$ cat config.mk
export PLATFORM = sky130hd
export DESIGN_NAME = memory_access_stage_flat
export DESIGN_NICKNAME = d
export VERILOG_FILES = /design/src/rtl/pipeline_pkg.sv /design/src/rtl/memory_access_stage_if.sv /design/src/rtl/memory_access_stage.sv /design/src/flat_wrapper.sv
export SDC_FILE = /design/constraint.sdc
export NUM_CORES = 1
export LEC_CHECK = 0
export ABC_AREA = 1
export CORE_UTILIZATION = 49
export CTS_CLUSTER_SIZE = 24
export DETAILED_ROUTE_END_ITERATION = 16
export PLACE_DENSITY = 0.83
export SLEW_MARGIN = 5
export SYNTH_ARGS = -nofsm -noshare
export SYNTH_HDL_FRONTEND = slang
export SYNTH_SLANG_ARGS = --single-unit
$ cat constraint.sdc
create_clock -name clk -period 5.99 [get_ports clk]
set_clock_uncertainty 0.15 [all_clocks]
set_input_delay 1.797 -clock clk [delete_from_list [all_inputs] [get_ports clk]]
set_output_delay 1.797 -clock clk [all_outputs]
set_load 0.02 [all_outputs]
$ cat src/rtl/pipeline_pkg.sv
// -----------------------------------------------------------------------------
// pipeline_pkg
// Shared definitions for the 16-bit pipelined core's memory-access stage:
//   LOAD / STORE    opcodes that start a data-memory transaction
//   REG_IDX_W       width of a register-file index
//   CTRL_W          width of the opcode/control bundle
//   ma_state_t      MA stage FSM states (IDLE, WAIT)
//   is_mem_op()     true for opcodes that need a memory transaction
// -----------------------------------------------------------------------------
package pipeline_pkg;

   localparam int REG_IDX_W = 5;
   localparam int CTRL_W    = 5;

   localparam logic [CTRL_W-1:0] LOAD  = 5'b01100;
   localparam logic [CTRL_W-1:0] STORE = 5'b01101;

   typedef enum logic {
      IDLE = 1'b0,
      WAIT = 1'b1
   } ma_state_t;

   function automatic logic is_mem_op(input logic [CTRL_W-1:0] ctrl);
      return (ctrl == LOAD) || (ctrl == STORE);
   endfunction

endpackage

$ cat src/rtl/memory_access_stage_if.sv
// -----------------------------------------------------------------------------
// memory_access_stage_if
// Request/acknowledge bus between the MA stage and data memory.
//   MEM_REQ    stage -> mem   request held high for the whole transaction
//   MEM_WE     stage -> mem   1 = store, 0 = load
//   MEM_ADDR   stage -> mem   word address
//   MEM_WDATA  stage -> mem   store data
//   MEM_RDATA  mem -> stage   load data, valid in the MEM_ACK cycle
//   MEM_ACK    mem -> stage   one-cycle completion pulse
// Handshake: a transaction starts when MEM_REQ rises; MEM_WE, MEM_ADDR and
// MEM_WDATA stay stable while MEM_REQ is high; the transfer completes in the
// cycle MEM_ACK is sampled high while MEM_REQ is high, and MEM_REQ drops in the
// following cycle. MEM_ACK while MEM_REQ is low carries no meaning.
// -----------------------------------------------------------------------------
interface memory_access_stage_if #(
   parameter int DATA_W = 16
);
   logic              MEM_REQ;
   logic              MEM_WE;
   logic [DATA_W-1:0] MEM_ADDR;
   logic [DATA_W-1:0] MEM_WDATA;
   logic [DATA_W-1:0] MEM_RDATA;
   logic              MEM_ACK;

   modport master (
      output MEM_REQ, MEM_WE, MEM_ADDR, MEM_WDATA,
      input  MEM_RDATA, MEM_ACK
   );

   modport slave (
      input  MEM_REQ, MEM_WE, MEM_ADDR, MEM_WDATA,
      output MEM_RDATA, MEM_ACK
   );
endinterface

$ cat src/rtl/memory_access_stage.sv
// -----------------------------------------------------------------------------
// memory_access_stage
// MA stage between EX and write-back. Non-memory instructions pass straight
// into the MA pipeline register; LOAD/STORE are held while a request/ack
// transaction runs on the memory bus, stalling EX until it completes or
// times out.
// Ports:
//   clk, rst                 clock, asynchronous active-high reset
//   VALID_EX .. CTRL_EX      instruction presented by EX
//   STALL_MA                 EX must hold its outputs (high in WAIT)
//   mem                      data-memory bus (master side)
//   MEM_ERR                  sticky timeout flag, cleared only by rst
//   *_MA                     registered bundle to write-back
//   state_dbg                current FSM state
// -----------------------------------------------------------------------------
module memory_access_stage
   import pipeline_pkg::*;
#(
   parameter int DATA_W         = 16,
   parameter int TIMEOUT_CYCLES = 255
) (
   input  logic                 clk,
   input  logic                 rst,

   input  logic                 VALID_EX,
   input  logic [REG_IDX_W-1:0] DEST_REG_INDEX_EX,
   input  logic                 DEST_REG_WRITE_EN_EX,
   input  logic [DATA_W-1:0]    RES_EX,
   input  logic [DATA_W-1:0]    STORE_DATA_EX,
   input  logic [CTRL_W-1:0]    CTRL_EX,

   output logic                 STALL_MA,

   memory_access_stage_if.master mem,

   output logic                 MEM_ERR,

   output logic [REG_IDX_W-1:0] DEST_REG_INDEX_MA,
   output logic                 DEST_REG_WRITE_EN_MA,
   output logic [DATA_W-1:0]    RES_MA,
   output logic [DATA_W-1:0]    DATA_MA,
   output logic [CTRL_W-1:0]    CTRL_MA,

   output ma_state_t            state_dbg
);

   localparam int CNT_W = $clog2(TIMEOUT_CYCLES + 1);
   // Value the counter holds in the last permitted WAIT cycle.
   localparam logic [CNT_W-1:0] CNT_LAST = CNT_W'(TIMEOUT_CYCLES - 1);

   ma_state_t            state_q, state_d;
   logic [CNT_W-1:0]     cnt_q, cnt_d;
   logic                 err_q, err_d;

   // Memory instruction held for the duration of the transaction.
   logic [REG_IDX_W-1:0] hold_idx_q, hold_idx_d;
   logic                 hold_we_q, hold_we_d;
   logic [DATA_W-1:0]    hold_res_q, hold_res_d;
   logic [DATA_W-1:0]    hold_wdata_q, hold_wdata_d;
   logic [CTRL_W-1:0]    hold_ctrl_q, hold_ctrl_d;

   // MA pipeline register.
   logic [REG_IDX_W-1:0] ma_idx_q, ma_idx_d;
   logic                 ma_we_q, ma_we_d;
   logic [DATA_W-1:0]    ma_res_q, ma_res_d;
   logic [DATA_W-1:0]    ma_data_q, ma_data_d;
   logic [CTRL_W-1:0]    ma_ctrl_q, ma_ctrl_d;

   always_ff @(posedge clk or posedge rst) begin
      if (rst) begin
         state_q      <= IDLE;
         cnt_q        <= '0;
         err_q        <= 1'b0;
         hold_idx_q   <= '0;
         hold_we_q    <= 1'b0;
         hold_res_q   <= '0;
         hold_wdata_q <= '0;
         hold_ctrl_q  <= '0;
         ma_idx_q     <= '0;
         ma_we_q      <= 1'b0;
         ma_res_q     <= '0;
         ma_data_q    <= '0;
         ma_ctrl_q    <= '0;
      end else begin
         state_q      <= state_d;
         cnt_q        <= cnt_d;
         err_q        <= err_d;
         hold_idx_q   <= hold_idx_d;
         hold_we_q    <= hold_we_d;
         hold_res_q   <= hold_res_d;
         hold_wdata_q <= hold_wdata_d;
         hold_ctrl_q  <= hold_ctrl_d;
         ma_idx_q     <= ma_idx_d;
         ma_we_q      <= ma_we_d;
         ma_res_q     <= ma_res_d;
         ma_data_q    <= ma_data_d;
         ma_ctrl_q    <= ma_ctrl_d;
      end
   end

   always_comb begin
      state_d      = state_q;
      cnt_d        = cnt_q;
      err_d        = err_q;
      hold_idx_d   = hold_idx_q;
      hold_we_d    = hold_we_q;
      hold_res_d   = hold_res_q;
      hold_wdata_d = hold_wdata_q;
      hold_ctrl_d  = hold_ctrl_q;
      ma_idx_d     = ma_idx_q;
      ma_we_d      = ma_we_q;
      ma_res_d     = ma_res_q;
      ma_data_d    = ma_data_q;
      ma_ctrl_d    = ma_ctrl_q;

      case (state_q)
         IDLE: begin
            cnt_d = '0;
            if (!VALID_EX) begin
               ma_we_d   = 1'b0;
               ma_ctrl_d = '0;
            end else if (is_mem_op(CTRL_EX)) begin
               hold_idx_d   = DEST_REG_INDEX_EX;
               hold_we_d    = DEST_REG_WRITE_EN_EX;
               hold_res_d   = RES_EX;
               hold_wdata_d = STORE_DATA_EX;
               hold_ctrl_d  = CTRL_EX;
               ma_we_d      = 1'b0;
               ma_ctrl_d    = '0;
               state_d      = WAIT;
            end else begin
               ma_idx_d  = DEST_REG_INDEX_EX;
               ma_we_d   = DEST_REG_WRITE_EN_EX;
               ma_res_d  = RES_EX;
               ma_data_d = '0;
               ma_ctrl_d = CTRL_EX;
            end
         end

         WAIT: begin
            // Ack is tested first so it wins over a coincident timeout.
            if (mem.MEM_ACK) begin
               ma_idx_d  = hold_idx_q;
               ma_res_d  = hold_res_q;
               ma_ctrl_d = hold_ctrl_q;
               if (hold_ctrl_q == LOAD) begin
                  ma_we_d   = hold_we_q;
                  ma_data_d = mem.MEM_RDATA;
               end else begin
                  ma_we_d   = 1'b0;
                  ma_data_d = '0;
               end
               cnt_d   = '0;
               state_d = IDLE;
            end else if (cnt_q == CNT_LAST) begin
               // Aborted instruction retires without writing the register file.
               ma_idx_d  = hold_idx_q;
               ma_res_d  = hold_res_q;
               ma_ctrl_d = hold_ctrl_q;
               ma_we_d   = 1'b0;
               ma_data_d = '0;
               err_d     = 1'b1;
               cnt_d     = '0;
               state_d   = IDLE;
            end else begin
               cnt_d = cnt_q + CNT_W'(1);
            end
         end

         default: state_d = IDLE;
      endcase
   end

   // Request and stall are decoded from state so reset removes them at once.
   assign STALL_MA      = (state_q == WAIT);
   assign mem.MEM_REQ   = (state_q == WAIT);
   assign mem.MEM_WE    = (hold_ctrl_q == STORE);
   assign mem.MEM_ADDR  = hold_res_q;
   assign mem.MEM_WDATA = hold_wdata_q;

   assign MEM_ERR              = err_q;
   assign DEST_REG_INDEX_MA    = ma_idx_q;
   assign DEST_REG_WRITE_EN_MA = ma_we_q;
   assign RES_MA               = ma_res_q;
   assign DATA_MA              = ma_data_q;
   assign CTRL_MA              = ma_ctrl_q;
   assign state_dbg            = state_q;

endmodule

$ cat src/flat_wrapper.sv
// flat-port wrapper written by rule: the top's interface ports become plain ports
module memory_access_stage_flat import pipeline_pkg::*;
#(
   parameter int DATA_W         = 16,
   parameter int TIMEOUT_CYCLES = 255
)
  (clk, rst, VALID_EX, DEST_REG_INDEX_EX, DEST_REG_WRITE_EN_EX, RES_EX, STORE_DATA_EX, CTRL_EX, STALL_MA, MEM_ERR, DEST_REG_INDEX_MA, DEST_REG_WRITE_EN_MA, RES_MA, DATA_MA, CTRL_MA, state_dbg, mem_MEM_REQ, mem_MEM_WE, mem_MEM_ADDR, mem_MEM_WDATA, mem_MEM_RDATA, mem_MEM_ACK);
  memory_access_stage_if #(.DATA_W(DATA_W)) mem_i ();
  input  logic clk;
  input  logic rst;
  input  logic VALID_EX;
  input  logic [REG_IDX_W-1:0] DEST_REG_INDEX_EX;
  input  logic DEST_REG_WRITE_EN_EX;
  input  logic [DATA_W-1:0] RES_EX;
  input  logic [DATA_W-1:0] STORE_DATA_EX;
  input  logic [CTRL_W-1:0] CTRL_EX;
  output logic STALL_MA;
  output logic MEM_ERR;
  output logic [REG_IDX_W-1:0] DEST_REG_INDEX_MA;
  output logic DEST_REG_WRITE_EN_MA;
  output logic [DATA_W-1:0] RES_MA;
  output logic [DATA_W-1:0] DATA_MA;
  output logic [CTRL_W-1:0] CTRL_MA;
  output ma_state_t state_dbg;
  output wire logic [$bits(mem_i.MEM_REQ)-1:0] mem_MEM_REQ;
  output wire logic [$bits(mem_i.MEM_WE)-1:0] mem_MEM_WE;
  output wire logic [$bits(mem_i.MEM_ADDR)-1:0] mem_MEM_ADDR;
  output wire logic [$bits(mem_i.MEM_WDATA)-1:0] mem_MEM_WDATA;
  input wire logic [$bits(mem_i.MEM_RDATA)-1:0] mem_MEM_RDATA;
  input wire logic [$bits(mem_i.MEM_ACK)-1:0] mem_MEM_ACK;
  assign mem_MEM_REQ = mem_i.MEM_REQ;
  assign mem_MEM_WE = mem_i.MEM_WE;
  assign mem_MEM_ADDR = mem_i.MEM_ADDR;
  assign mem_MEM_WDATA = mem_i.MEM_WDATA;
  assign mem_i.MEM_RDATA = mem_MEM_RDATA;
  assign mem_i.MEM_ACK = mem_MEM_ACK;
  memory_access_stage #(.DATA_W(DATA_W), .TIMEOUT_CYCLES(TIMEOUT_CYCLES)) u_core (.clk(clk), .rst(rst), .VALID_EX(VALID_EX), .DEST_REG_INDEX_EX(DEST_REG_INDEX_EX), .DEST_REG_WRITE_EN_EX(DEST_REG_WRITE_EN_EX), .RES_EX(RES_EX), .STORE_DATA_EX(STORE_DATA_EX), .CTRL_EX(CTRL_EX), .STALL_MA(STALL_MA), .mem(mem_i), .MEM_ERR(MEM_ERR), .DEST_REG_INDEX_MA(DEST_REG_INDEX_MA), .DEST_REG_WRITE_EN_MA(DEST_REG_WRITE_EN_MA), .RES_MA(RES_MA), .DATA_MA(DATA_MA), .CTRL_MA(CTRL_MA), .state_dbg(state_dbg));
endmodule
==> metrics.cfg <==
[worst_setup_path]
worstPathCellList=inv_1 > nand2_1 > nor3_1 > clkdlybuf4s50_1
worstSetupPathType=reg -> out
worst-endpoint-arrival_ns=1.70
critical_path_peak_fanout=2
worstPathRequired_ns=4.04
worst_path_largest_cell_delay_ns=0.65
cell_type_of_the_slowest_stage_on_the_worst_timing_path=sky130_fd_sc_hd__clkdlybuf4s50_1
critPathLaunchType=register
worstSetupEndpointType=output port

[pwr]
p_leak_nw=2.89
report.power.total_mw=1.60
power.switching_mw=0.476
combinationalPowerShare_pct=25.2
peakVddDrop_uv=209
power.density_cell_area_nw_per_um2=271
p_int_mw=1.12
switching_share_pct=29.8
power_frac_seq_pct=48.8
share_clk_of_total_power_pct=25.9

[job]
drv.max_cap_violation_count=0

[routing]
wl_mm=10.2
initialDrtViolationCount=223
drt.antenna.violating_nets=0
route.detailed.drc=0
drt_pre_antenna_iters=4
detail_route.vias_per_cell=4.97
via_count=3637
routedWlPerCell_um=13.9

[sta]
setup-tns-final_ns=0
tightestPinTransition_ns=1.19
period_share_pct=60.9
clock.fmax_ghz=0.274
hold_violations=0
unrepaired_setup_endpoints_after_global_routing=false
worst_slew_margin_rel_pct=20.4
final_period_minus_worst_setup_slack_ns=3.65
slew_violations=0
final_count_of_negative_setup_slack_endpoints=0

[global_routing]
groute.layer.met2.usage_pct=39.7
number_of_global_route_vias_before_repair=3646
grt_start_max_net_pins=60
grt_most_used_layer=met2
use_met3_pct=6.62
grt.overflow.total=0
groute.layer.met1.usage_pct=31.1
grt_first_pass_wirelength_mm=16.9
globalRouteTotalUtil_pct=24.3
antenna_found_initial=0

[logic_synthesis]
seq_area_frac_synth_pct=55.9
total_nets_after_synthesis=560
yosys_warnings=0
synth_seq_cells=96
avgSynthCellArea_um2=8.69
postSynthCellCount=495
synth.lib_cells_used.distinct=27
syn-cell-area_um2=4300

[clock_tree]
cts_max_path_buffers=2
clock_tree.htree_level_count=3
insertion_delay_ns=0.36
cts_tree=built
tritoncts.num_buffers=9
root_buffer=sky130_fd_sc_hd__clkbuf_8
cts_setup_buffers=0
cts_clk_pin_slew_worst_paths_ns=0.08
post_cts_sizing_count=0
cts_hold_repair.buffers=0
clock_tree_sinks=96

[finish]
finalCoreUtilization_pct=70.7
post_route_cells_drive_above_1_share_pct=7.81
syn2layout_area_growth_pct=37.1
antenna_cells=0
filler_cell_count=679
final_nets=688

[placement]
place_hpwl_mm=7.25
routabilityCongestion=0.856
placement.io_buffers=142

[floorplanning]
fp.dieW_um=95.7
die-area_um2=9150
core_um2=8340
die_height_um=95.7
rows=33
floorplan.initialDensity_pct=51.5
io_pins=143

[run_status]
result_of_the_run=finished, final reports clean

[min_path]
min-delay-path-class=reg -> reg

[registers in the layout, summed over array words and instances (netlist names), 8 cells and up]
name                  flops
u_core.DATA_MA           16
u_core.RES_MA            16
u_core.cnt_q              8
u_core.mem.MEM_ADDR      16
u_core.mem.MEM_WDATA     16
[critical path, delay by kind of cell (launching register included)]
family | cells | cell delay [ns]
buf+inv | 2 | 0.73
simple gates | 2 | 0.22
flops | 1 | 0.40
[logic make-up (layout without fill, tap and decap cells)]
kind of cell    Yosys count  count (layout)  share of synthesized area, %
compound gates           66              66                          7.80
buf+inv                  81             213                          8.79
xor+xnor                  3               3                         0.611
flops                    96              96                          55.9
simple gates            247             247                          26.3
fa+ha+maj                 2               2                         0.582
[Yosys cell counts, drive strengths merged]
library cell | instances | area share, %
a31o | 1 | 0.20
a31oi | 1 | 0.15
ha | 2 | 0.58
nand3 | 56 | 6.5
nand4 | 1 | 0.15
o21ai | 61 | 7.1
xnor2 | 2 | 0.41
nor3 | 1 | 0.12
a21oi | 3 | 0.35
xor2 | 1 | 0.20
dfrtp | 96 | 56
and3 | 1 | 0.15
clkbuf | 5 | 0.44
nand2 | 171 | 17
nor2 | 17 | 2.3
buf | 23 | 3.7
inv | 53 | 4.7
[layout make-up]
| class | instances | area [um2] | area share (%) |
|---|---|---|---|
| inverter | 53 | 204 | 3.46 |
| multi-input combinational | 318 | 1520 | 25.9 |
| sequential | 96 | 2400 | 40.8 |
| clock buffer | 12 | 145 | 2.46 |
| timing repair buffer | 145 | 1440 | 24.5 |
| clock inverter | 3 | 42.5 | 0.722 |
| tap | 105 | 131 | 2.23 |
[power groups by stage]
stage	logic [mW]	clock network, mW	registers, mW
after floorplan	0.111	0	0.868
after global placement	0.398	0	0.788
after detailed placement	0.407	0	0.791
after CTS	0.409	0.425	0.780
after global routing	0.438	0.450	0.790
final	0.403	0.414	0.780
[placed cells by master, fill, tap and decap left out, types with 2 or more instances in the layout]
| cell | instances |
|---|---|
| sky130_fd_sc_hd__nand2_1 | 146 |
| sky130_fd_sc_hd__clkdlybuf4s50_1 | 142 |
| sky130_fd_sc_hd__dfrtp_1 | 96 |
| sky130_fd_sc_hd__o21ai_0 | 60 |
| sky130_fd_sc_hd__nand3_1 | 55 |
| sky130_fd_sc_hd__inv_1 | 51 |
| sky130_fd_sc_hd__nand2_2 | 22 |
| sky130_fd_sc_hd__nor2_1 | 13 |
| sky130_fd_sc_hd__clkbuf_8 | 10 |
| sky130_fd_sc_hd__a21oi_1 | 3 |
| sky130_fd_sc_hd__buf_4 | 3 |
| sky130_fd_sc_hd__inv_4 | 2 |
| sky130_fd_sc_hd__nor2_4 | 2 |
| sky130_fd_sc_hd__nand2_8 | 2 |
| sky130_fd_sc_hd__xnor2_1 | 2 |
| sky130_fd_sc_hd__ha_1 | 2 |
| sky130_fd_sc_hd__clkbuf_1 | 2 |
[per-stage QoR]
step,area [um2],std cells,worst slack [ns],hold WS (ns)
floorplan,4300,495,1.54,0.286
global placement,5710,717,2.21,0.304
detailed placement,5710,717,2.10,0.312
CTS,5890,732,2.33,0.332
global route,5890,732,2.27,0.350
finish,5890,732,2.34,0.329
[layer usage]
| metal | routed length, um | part of all wire (%) |
|---|---|---|
| met1 | 4370 | 43 |
| met2 | 4840 | 47 |
| met3 | 834 | 8.2 |
| met4 | 144 | 1.4 |
| met5 | 0 | 0 |
[worst paths after layout]
| kind | start | end | slack (ns) | cells past startpoint |
|---|---|---|---|---|
| max in group asynchronous | rst | u_core.mem.MEM_ADDR[1]$_DFFE_PP0P_ | 2.96 | 3 |
| setup / recovery | u_core.hold_ctrl_q[1]$_DFFE_PP0P_ | mem_MEM_WE | 2.34 | 4 |
| hold reg to reg | u_core.DEST_REG_INDEX_MA[4]$_DFFE_PP0P_ | u_core.DEST_REG_INDEX_MA[4]$_DFFE_PP0P_ | 0.33 | 2 |
| setup reg to reg | u_core.STALL_MA$_DFF_PP0_ | u_core.mem.MEM_ADDR[12]$_DFFE_PP0P_ | 3.83 | 5 |
| hold / removal | u_core.DEST_REG_INDEX_MA[4]$_DFFE_PP0P_ | u_core.DEST_REG_INDEX_MA[4]$_DFFE_PP0P_ | 0.33 | 2 |
| min in group asynchronous | rst | u_core.DATA_MA[13]$_DFFE_PP0P_ | 1.77 | 2 |
Power figures use the tool's default switching activity.
